`config.mk`:
```
export PLATFORM = sky130hd
export DESIGN_NAME = s38417_n3574_stim
export DESIGN_NICKNAME = d
export VERILOG_FILES = /design/src/rtl/s38417_stim_pkg.sv /design/src/rtl/stim_misr.sv /design/src/rtl/s38417_n3574_stim.sv
export SDC_FILE = /design/constraint.sdc
export NUM_CORES = 1
export LEC_CHECK = 0
export CAP_MARGIN = 20
export CORE_ASPECT_RATIO = 0.5
export CORE_MARGIN = 2
export CORE_UTILIZATION = 31
export CTS_CLUSTER_DIAMETER = 40
export DETAILED_ROUTE_END_ITERATION = 6
export MAX_ROUTING_LAYER = met4
export PLACE_DENSITY = 0.51
export SKIP_LAST_GASP = 1
export SLEW_MARGIN = 20
export SYNTH_ARGS = -nofsm -noshare
export SYNTH_HDL_FRONTEND = slang
export SYNTH_HIERARCHICAL = 1
export SYNTH_SLANG_ARGS = --single-unit
```
`constraint.sdc`:
```
create_clock -name CK -period 1.84 [get_ports CK]
set_input_delay 0.276 -clock CK [delete_from_list [all_inputs] [get_ports CK]]
set_output_delay 0.276 -clock CK [all_outputs]
set_load 0.02 [all_outputs]
```
`src/rtl/s38417_stim_pkg.sv`:
```
// Shared types and constants for the s38417 n3574 cone self-test driver.
// Latency: n/a (types, constants and a pure LFSR step function only).
// Backpressure: n/a.
package s38417_stim_pkg;

  typedef enum logic [2:0] {
    IDLE,
    SHIFT,
    SETTLE,
    CAPTURE,
    DONE
  } state_t;

  // Galois taps for the right-shifting 32-bit pattern LFSR.
  localparam logic [31:0] LFSR_TAPS = 32'hA300_0000;

  // Feedback polynomial for the 16-bit response MISR.
  localparam logic [15:0] MISR_POLY = 16'h1021;

  // One LFSR advance: shift right, fold the taps back in when a 1 falls out.
  function automatic logic [31:0] lfsr_step(input logic [31:0] cur);
    return cur[0] ? ((cur >> 1) ^ LFSR_TAPS) : (cur >> 1);
  endfunction

endpackage

```
`src/rtl/stim_misr.sv`:
```
// Response compactor: W-bit multiple-input signature register fed by one response bit.
// Latency: signature reflects din one edge after an enabled cycle.
// Backpressure: none; updates only when en is high, clr has priority over en.
//
// Ports:
//   clk  in   rising-edge clock
//   rst  in   synchronous active-high reset, clears the signature
//   en   in   fold din into the signature on this edge
//   clr  in   clear the signature on this edge (start of a new run)
//   din  in   response bit, XORed into bit 0 only
//   sig  out  current signature
module stim_misr
  import s38417_stim_pkg::*;
#(
  parameter int           W    = 16,
  parameter logic [W-1:0] POLY = W'(MISR_POLY)
) (
  input  logic         clk,
  input  logic         rst,
  input  logic         en,
  input  logic         clr,
  input  logic         din,
  output logic [W-1:0] sig
);

  always_ff @(posedge clk) begin
    if (rst) begin
      sig <= '0;
    end else if (clr) begin
      sig <= '0;
    end else if (en) begin
      // Shift left, apply polynomial feedback from the MSB, inject the response at bit 0.
      sig <= {sig[W-2:0], 1'b0} ^ (sig[W-1] ? POLY : '0) ^ W'(din);
    end
  end

endmodule

```
`src/rtl/s38417_n3574_stim.sv`:
```
// Self-test driver for the s38417 n3574 cone: serially loads LFSR patterns, samples resp, compacts into a MISR.
// Latency: VEC_W+2 cycles per pattern; done rises NPAT*(VEC_W+2) edges after the start edge.
// Backpressure: start is level-sampled only in IDLE/DONE and ignored while busy.
//
// Ports:
//   CK         in   rising-edge clock
//   RST        in   synchronous active-high reset, aborts any run
//   start      in   run request
//   resp       in   cone response bit, meaningful during CAPTURE only
//   stim       out  cone input vector, stim[0]=g2896 ... stim[VEC_W-1]=g930
//   busy       out  run in progress
//   done       out  run complete, held until the next start or RST
//   signature  out  MISR contents
//   pat_idx    out  current pattern index, zero-extended
module s38417_n3574_stim
  import s38417_stim_pkg::*;
#(
  parameter int          VEC_W  = 60,
  parameter int          NPAT   = 256,
  parameter logic [31:0] SEED   = 32'h1,
  parameter int          MISR_W = 16
) (
  input  logic              CK,
  input  logic              RST,
  input  logic              start,
  input  logic              resp,
  output logic [VEC_W-1:0]  stim,
  output logic              busy,
  output logic              done,
  output logic [MISR_W-1:0] signature,
  output logic [15:0]       pat_idx
);

  // An all-zero seed would lock the LFSR at zero, so it is replaced by 1.
  localparam logic [31:0] SEED_EFF = (SEED == 32'h0) ? 32'h1 : SEED;

  localparam int CNT_W = $clog2(VEC_W + 1);
  localparam int PI_W  = (NPAT > 1) ? $clog2(NPAT) : 1;

  localparam logic [CNT_W-1:0] LAST_SHIFT = CNT_W'(VEC_W - 1);
  localparam logic [PI_W-1:0]  LAST_PAT   = PI_W'(NPAT - 1);

  state_t            state;
  state_t            state_n;
  logic [31:0]       lfsr;
  logic [CNT_W-1:0]  shift_cnt;
  logic [PI_W-1:0]   pat;
  logic              run_start;
  logic              misr_en;

  // Next-state logic. run_start marks the edge that begins a new run and
  // drives all the per-run clearing (LFSR reload, counters, signature).
  always_comb begin
    state_n   = state;
    run_start = 1'b0;
    misr_en   = 1'b0;
    case (state)
      IDLE, DONE: begin
        if (start) begin
          state_n   = SHIFT;
          run_start = 1'b1;
        end
      end
      SHIFT: begin
        // shift_cnt counts completed shifts; this edge performs the VEC_W-th.
        if (shift_cnt == LAST_SHIFT) begin
          state_n = SETTLE;
        end
      end
      SETTLE: begin
        state_n = CAPTURE;
      end
      CAPTURE: begin
        misr_en = 1'b1;
        state_n = (pat == LAST_PAT) ? DONE : SHIFT;
      end
      default: begin
        state_n = IDLE;
      end
    endcase
  end

  always_ff @(posedge CK) begin
    if (RST) begin
      state     <= IDLE;
      stim      <= '0;
      lfsr      <= SEED_EFF;
      shift_cnt <= '0;
      pat       <= '0;
    end else begin
      state <= state_n;
      case (state)
        IDLE, DONE: begin
          if (run_start) begin
            lfsr      <= SEED_EFF;
            shift_cnt <= '0;
            pat       <= '0;
          end
        end
        SHIFT: begin
          // Newest LFSR bit enters at stim[0]; the first bit of a pattern ends up at stim[VEC_W-1].
          stim      <= {stim[VEC_W-2:0], lfsr[0]};
          lfsr      <= lfsr_step(lfsr);
          shift_cnt <= shift_cnt + 1'b1;
        end
        CAPTURE: begin
          if (pat != LAST_PAT) begin
            pat       <= pat + 1'b1;
            shift_cnt <= '0;
          end
        end
        default: begin
        end
      endcase
    end
  end

  stim_misr #(
    .W    (MISR_W),
    .POLY (MISR_W'(MISR_POLY))
  ) u_misr (
    .clk (CK),
    .rst (RST),
    .en  (misr_en),
    .clr (run_start),
    .din (resp),
    .sig (signature)
  );

  assign busy    = (state == SHIFT) || (state == SETTLE) || (state == CAPTURE);
  assign done    = (state == DONE);
  assign pat_idx = 16'(pat);

endmodule

```
# Word-level counts from Yosys, hierarchy flattened
# Index checks and enable logic that the tools add are counted.
[totals]
reg_bits = 125
latchBits = 0
ramBits = 0
romBits = 0
output_inout_bits = 94
n_memories = 0
[classes]
add_sub_neg = 2
mul = 0
div_mod_pow = 0
order_cmp = 0
eq_ne = 11
n_shift = 0
muxes = 17
n_bitwise = 3
reduce_logical = 12
[ops]
columns = ["operator", "count"]
rows = [
  ["32-bit 2-to-1 mux", 2],
  ["32-bit case mux with 2 select lines", 1],
  ["6-bit case mux with 3 select lines", 1],
  ["8-bit 2-to-1 mux", 2],
  ["8-bit case mux with 2 select lines", 1],
  ["16-bit by 1-bit bitwise XOR with 16-bit output", 1],
  ["16-bit bitwise XOR", 1],
  ["13-bit 2-to-1 mux", 1],
  ["6-bit 2-to-1 mux", 2],
  ["3-bit case mux with 4 select lines", 1],
  ["3-bit 2-to-1 mux", 3],
  ["8-bit by 1-bit adder with 8-bit output (second input constant)", 1],
  ["8-bit == test (second input constant)", 1],
  ["2-bit inequality test (second input constant)", 4],
  ["8-bit inequality test (second input constant)", 1],
  ["6-bit by 1-bit adder with 6-bit output (second input constant)", 1],
  ["3-bit by 2-bit == test with 1-bit output (second input constant)", 2],
  ["6-bit == test (second input constant)", 1],
  ["3-bit AND reduction", 2],
  ["3-bit NOT with 4-bit output", 1],
  ["2-bit AND reduction", 2],
  ["2-bit nonzero test", 2],
  ["2-bit OR reduction", 2],
  ["3-bit by 1-bit == test with 1-bit output (second input constant)", 1],
  ["5 further kinds", 8],
]

# Logic depth before layout (Yosys ltp)
[depth]
ltp_word = 5
ltp_mapped = 7
depth_no_buf = 6

# Cells and area by module
# Netlist, hierarchy kept.
[modules_own_cells]
columns = ["module", "instances", "cells_each", "area_per_inst_um2", "seq_area_each_um2"]
rows = [
  ["s38417_n3574_stim", 1, 488, 4083.9, 2182.1],
  ["stim_misr", 1, 56, 615.6, 320.3],
]

# Least setup slack after synthesis
# OpenSTA, ideal clock, no wires.
[synth_path]
path_type = "register to register"
from = "register pat[0]"
to = "register pat[3]"
t_arrival_ns = 1.545
path_slack_ns = 0.176
path_stages_with_launch = 6
n_path_buf = 0
period_less_slack_ns = 1.664
cell_sequence = "dfxtp_1 -> ha_1 -> nand4_1 -> o21ai_0 -> nor3_1 -> a211o_1"
[synth_between]
elab_chain_cells = 3
elab_cells_between_ends = 6
[synth_rtl]
columns = ["item", "line", "rtl"]
rows = [
  ["start: declaration", "s38417_n3574_stim.sv:47", "logic [PI_W-1:0] pat;"],
  ["start signal: assignment", "s38417_n3574_stim.sv:108", "pat <= pat + 1'b1;"],
  ["8-bit by 1-bit adder with 8-bit output or 8-bit inequality test (tied branches)", "s38417_n3574_stim.sv:108, s38417_n3574_stim.sv:107", ""],
  ["8-bit 2-to-1 mux or 2-bit inequality test (tied branches)", "n/a", ""],
  ["8-bit case mux with 2 select lines or 3-bit AND reduction (tied branches)", "n/a", ""],
]
# Several ways; a longest one is shown, not always the timed one. The select of a mux whose other input is x is not followed.
# A chain may end at the register's enable or synchronous reset.

# Worst setup path in the final report
[layout_path]
from = "register pat[5]"
to = "output pat_idx[5]"
[layout_rtl]
columns = ["item", "line", "rtl"]
rows = [
  ["end: declaration", "s38417_n3574_stim.sv:31", "output logic [15:0] pat_idx"],
]
# No word-level cell between the ends.

==> results.json <==
{
  "setup_viol": 0,
  "rsz0062_at_grt": "no",
  "synth_warnings": 6,
  "slowest_stage": "clkdlybuf4s50_1",
  "r2r_start": "pat[0]$_SDFFE_PP0P_",
  "synth_compound_area_share_pct": 16.51,
  "vias": 3888,
  "rr_worst_depth": 5,
  "place_area_um2": 5746,
  "ys_top_cells_by_area": "dfxtp_1 53%, nand2_1 11%, a21oi_1 6.9%, a22oi_1 5.0%, nor2_1 4.4%",
  "drt_wl_total_um": 10660,
  "port_buffers": 89,
  "fin_nets": 633,
  "report.final.slew_viol_count": 0,
  "num_io_pins": 98,
  "grt_usage_pct": 13.75,
  "synth.avg_cell_area_um2": 8.639,
  "die_w_um": 178.1,
  "grt_pass1_wl_um": 17490,
  "antenna_found_initial": 0,
  "cts_hold_buf": 0,
  "hpwl_um": 6654,
  "die_area_um2": 16220,
  "worstReg2RegEnd": "shift_cnt[3]$_SDFFE_PP0P_",
  "place_congestion": 0.7885,
  "drtPass1Iterations": 4,
  "synth-seq-cells": 125,
  "synth_top_family_by_area": "simple AND/OR/NAND/NOR gates",
  "hold_depth": 4,
  "async_reset_ff_share_pct": 0,
  "worst_pin_slew_ns": 0.7108,
  "p_leak_uw": 0.002153,
  "power.density_nw_per_um2": 1002,
  "period_needed_ns": 1.767,
  "fmax_mhz": 566.1,
  "tns_ns": 0,
  "dpl.cell_count": 806,
  "cts_setup_buffers": 0,
  "cts_max_level": 4,
  "start_util_pct": 32.14,
  "cp_top_family": "buffers and inverters",
  "worst-path-buf-inv": 1,
  "ys.flop_type": "dfxtp_1",
  "yosys-top-cells-count": "132 x nand2_1, 125 x dfxtp_1, 65 x a21oi_1",
  "yosysMostFrequentCell": "nand2_1",
  "drive_gt1_share_pct": 8.750,
  "hp-class": "in -> reg",
  "clockRootBuffer": "clkbuf_16",
  "finalWorstSetupSlack_ns": 0.07349,
  "dieHeight_um": 91.06,
  "cp_num_cells": 1,
  "dr.first_iter.drc_count": 248,
  "cts_sinks": 125,
  "crit_path_max_fanout": 7,
  "synth_area_um2": 4700,
  "critPathLaunchType": "flip-flop",
  "n_antenna_cell": 0,
  "post-place-ws_ns": 0.05477,
  "critical_path_class": "reg -> out",
  "clock_skew_ns": 0.01217,
  "fin_area_um2": 6336,
  "peakVddDrop_mv": 0.5701,
  "period_share_pct": 96.01,
  "synth_edf_count": 0,
  "vias_per_cell": 4.640,
  "synth_xor_area_share_pct": 1.118,
  "reg2reg_slack_ns": 0.14,
  "synth_fa_ha_area_share_pct": 0.5325,
  "finalHoldViolations": 0,
  "clockBufferDepth": 2,
  "end_kind": "output port",
  "rows": 31,
  "slew_headroom_pct": 52.62,
  "area_growth_pct": 34.82,
  "fillers": 1463,
  "synth_area_leader_cell": "dfxtp_1",
  "drc": 0,
  "status": "finished clean",
  "path_clk_slew_ns": 0.06,
  "numCtsBuffers": 17,
  "first_global_vias": 3459,
  "endpoint": "pat_idx[5]",
  "cp.required_ns": 1.56,
  "stdcell_count": 838,
  "ant_nets": 0,
  "grt_overflow_total": 0,
  "grt_max_degree": 70,
  "ys_seq_area_share_pct": 53.25,
  "multiInputGateArea_um2": 1953,
  "synth_cells": 544,
  "worstPathArrival_ns": 1.49,
  "path_cells": "clkdlybuf4s50_1",
  "cts_tree": "built",
  "drv_cap": 0,
  "avgRoutedWirePerCell_um": 12.72,
  "crit_start": "pat[5]$_SDFFE_PP0P_",
  "clk_latency_ns": 0.40,
  "synth-simple-area-share_pct": 19.78,
  "seqCellArea_um2": 2505,
  "max_stage_delay_ns": 0.65,
  "muxShareOfSynthArea_pct": 2.982,
  "yosysUniqueCellTypes": 48,
  "total_power_uw": 6349,
  "netlist.area_leader.share_pct": 53.25,
  "core-area_um2": 14620
}
==> worst min-delay path by stage <==
stage                     slack [ns]               endpoint                  start
final                           0.31    pat[4]$_SDFFE_PP0P_                    RST
after global placement          0.45  stim[59]$_SDFFE_PP0P_  stim[59]$_SDFFE_PP0P_
after detailed placement        0.45  stim[59]$_SDFFE_PP0P_  stim[59]$_SDFFE_PP0P_
after global routing            0.31    pat[4]$_SDFFE_PP0P_                    RST
after CTS                       0.29    pat[4]$_SDFFE_PP0P_                    RST
after floorplan                 0.44  lfsr[31]$_SDFFE_PP0P_  lfsr[31]$_SDFFE_PP0P_
==> tightest hold or removal path, delay by kind of cell <==
family / cells / cell delay (ns)
AND/OR/NAND/NOR: 2 / 0.19
buffers and inverters: 1 / 0.11
AO/OA/AOI/OAI: 1 / 0.08
==> sequential cells by signal (all words and copies together) (netlist names) <==
| register | count |
|---|---|
| stim | 60 |
| state | 3 |
| pat | 8 |
| shift_cnt | 6 |
| u_misr/sig | 16 |
| lfsr | 32 |
==> kinds of logic after synthesis <==
group / count (synthesis)
buf+inv: 49
simple gates: 221
flops: 125
compound gates: 126
xor+xnor: 6
fa+ha+maj: 2
mux: 14
other cells: 1
==> power by group <==
part | internal, uW | leakage [uW] | switching (uW)
Combinational | 82.0 | 0.000854 | 220
Clock | 2020 | 0.000290 | 1280
Sequential | 2730 | 0.00101 | 18.0
==> layout make-up <==
class                           count  share of cell area [%]
Clock buffer                       17                   6.714
Timing Repair Buffer              103                   16.25
Clock inverter                     15                   2.587
Tap cell                          198                   3.910
Multi-Input combinational cell    377                   30.83
Inverter                            3                  0.1777
Sequential cell                   125                   39.53
==> timing repair <==
action,CTS,global route
pin swaps,0,0
gates resized for setup,5,1
endpoints found under the setup margin,3,1
==> metrics by stage <==
stage / utilization [%] / hold slack (ns)
after global routing: 43.33 / 0.3090
after global placement: 39.29 / 0.4462
after detailed placement: 39.29 / 0.4548
after floorplan: - / 0.4368
final: 43.33 / 0.3136
after CTS: 43.31 / 0.2939
==> routing by layer <==
metal	GRT usage, %	share of wire, %	vias to the layer above
li1	-	-	1995
met2	19.22	43	65
met1	19.22	52	1822
met3	3.559	4.0	6
met5	-	0	-
met4	4.303	0.66	0
==> layout by cell type, fill, tap and decap left out, drive strengths merged, types with 2 or more instances in the layout <==
| master | Yosys | routed |
|---|---|---|
| a21oi | 65 | 65 |
| mux2i | 14 | 14 |
| buf | 25 | 15 |
| o21ai | 7 | 7 |
| nor3b | 2 | 2 |
| a22oi | 31 | 31 |
| inv | 3 | 7 |
| nand2b | 6 | 6 |
| clkinv | 0 | 8 |
| a211o | 2 | 2 |
| a311oi | 3 | 3 |
| xnor2 | 3 | 3 |
| a31oi | 5 | 5 |
| a211oi | 5 | 5 |
| nor3 | 3 | 3 |
| dlygate4sd2 | 0 | 3 |
| dfxtp | 125 | 125 |
| conb | 1 | 8 |
| and2 | 2 | 2 |
| nor2 | 58 | 58 |
| nand3 | 8 | 8 |
| clkdlybuf4s50 | 0 | 84 |
| nand2 | 132 | 132 |
| bufinv | 0 | 2 |
| ha | 2 | 2 |
| clkbuf | 21 | 17 |
| xor2 | 3 | 3 |
Power figures use the tool's default switching activity.
==> edit: new RTL, config.mk and constraints unchanged <==
Make the reset (`RST` and `rst`) asynchronous in 2 clocked blocks. Comments in the files are not updated.
--- a/src/rtl/stim_misr.sv
+++ b/src/rtl/stim_misr.sv
@@ -25,3 +25,3 @@
 
-  always_ff @(posedge clk) begin
+  always_ff @(posedge clk or posedge rst) begin
     if (rst) begin
--- a/src/rtl/s38417_n3574_stim.sv
+++ b/src/rtl/s38417_n3574_stim.sv
@@ -82,3 +82,3 @@
 
-  always_ff @(posedge CK) begin
+  always_ff @(posedge CK or posedge RST) begin
     if (RST) begin
Check against the original RTL: differs if RST is asserted again (counterexample within 4 cycles, from zero or initial values and one cycle with RST high); with RST held inactive, the same outputs for 10 cycles.
==> edit against the unedited design <==
Core utilization is 0.81 points lower; final area is 9.2% higher; highest routed layer unchanged; wire length is 5.1% lower; global-route usage is 1.3 points lower; synthesized cell count is 34% lower; worst setup slack worse by 0.0044 ns; area after synthesis is 8.8% higher; sequential cell count stayed put; critical path depth stayed put.
Power is not compared: it rests on default switching activity, and its combinational part moved more than twofold at a synthesized area within 25%.
==> edit: results (changes against the unedited design) <==
| Step | Metric | This run | Change |
|---|---|---|---|
| global route | Largest net degree at the start of global routing | 38 | -46% |
| synthesis | Instance count of the mapped netlist | 360 | -34% |
| setup path | Worst setup path startpoint | pat[7] |  |
| setup path | Reg-to-reg critical path startpoint | state[1] |  |
| routing | 1st-iter DRT viols | 171 | -31% |
| setup path | Critical Path Fanout Max | 6 | -1 |
| placed design | Post-placement cell count | 674 | -16% |
| timing | Shortest period the worst path allows | 1.77 ns | +0.00444 ns |
| routing | Average wire per standard cell | 14.3 microns | +13% |
| layout | Nets | 472 | -25% |
| synthesis | Async set or reset register ratio after synthesis | 100% | +100 points |
| layout | Share of post-route cells with drive strength above 1 | 14.4% | +5.7 points |
| setup path | R2r worst-path depth | 3 | -2 |
| synthesis | Ranking of synthesized cells by instance count | sky130_fd_sc_hd__dfrtp_1 (124), sky130_fd_sc_hd__mux2_1 (60), sky130_fd_sc_hd__a22o_1 (38) |  |
| routing | Per-cell via count in the routed design | 4.46 | -3.8% |
| outcome | Status | finished, final reports clean |  |
| setup path | Internal reg-to-reg setup slack | 0.20 ns | +0.06 ns |
| synthesis | Share of cell area taken by muxes after synthesis | 16.4% | +13 points |
| global route | Global Route met3 Usage | 2.58% | -0.98 points |
| global route | Met2 capacity usage during global routing | 17.4% | -1.9 points |
| setup path | Reg-to-Reg End | stim[16] |  |
| setup path | Critical path endpoint | pat_idx[7] |  |
| timing | Final clock skew | 0.0130 ns | +0.000814 ns |
| synthesis | Share of the synthesized netlist area taken by xor and xnor gates | 2.06% | +0.94 points |
| placed design | Final RePlAce weighted congestion | 0.798 | +1.2% |
| global route | Global-route wire length before repair | 16700 microns | -4.4% |
| hold path | Hold/Removal Path Class | in -> async |  |
| synthesis | Synth unique cells | 46 | -4.2% |
| setup path | Arrival time reported for the critical path endpoint | 1.49 ns | about the same |
| routing | Sum of met3 wire segment lengths after detailed routing | 306 microns | -28% |
| routing | Met2 Wirelength | 4520 microns | -2.4% |
| synthesis | Cells taking the most area after synthesis | sky130_fd_sc_hd__dfrtp_1 (61%), sky130_fd_sc_hd__mux2_1 (13%), sky130_fd_sc_hd__a22o_1 (6.5%) |  |
| global route | Number of global-route vias before repair | 3106 | -10% |
| layout | Non-Filler Instances | 706 | -16% |
==> edit: cell types whose count changed after synthesis, sizes merged, moves of 5 or more <==
cell / unedited run / this run
a21oi: 65 / 4
dfrtp: 0 / 124
a31oi: 5 / 0
a22oi: 31 / 0
nand2: 132 / 7
nand2b: 6 / 1
a22o: 0 / 38
mux2: 0 / 61
nor2: 58 / 22
dfxtp: 125 / 0
inv: 3 / 8
clkbuf: 21 / 1
==> edit: stage by stage <==
step | cell area, sq um | hold slack [ns] | utilization, %
global placement | 6320 | 0.474 | 38.8
detailed placement | 6320 | 0.483 | 38.8
global route | 6920 | 0.248 | 42.5
CTS | 6910 | 0.211 | 42.5
finish | 6920 | 0.214 | 42.5
floorplan | 5140 | 0.190 | -
==> edit: final cells by class <==
class                           count  area (sq um)
Timing Repair Buffer              108          1110
Clock buffer                       19           433
Sequential cell                   125          3130
Fill cell                        1541          9350
Clock inverter                     13           166
Multi-Input combinational cell    206          1760
Inverter                            8          33.8
Tap cell                          227           284
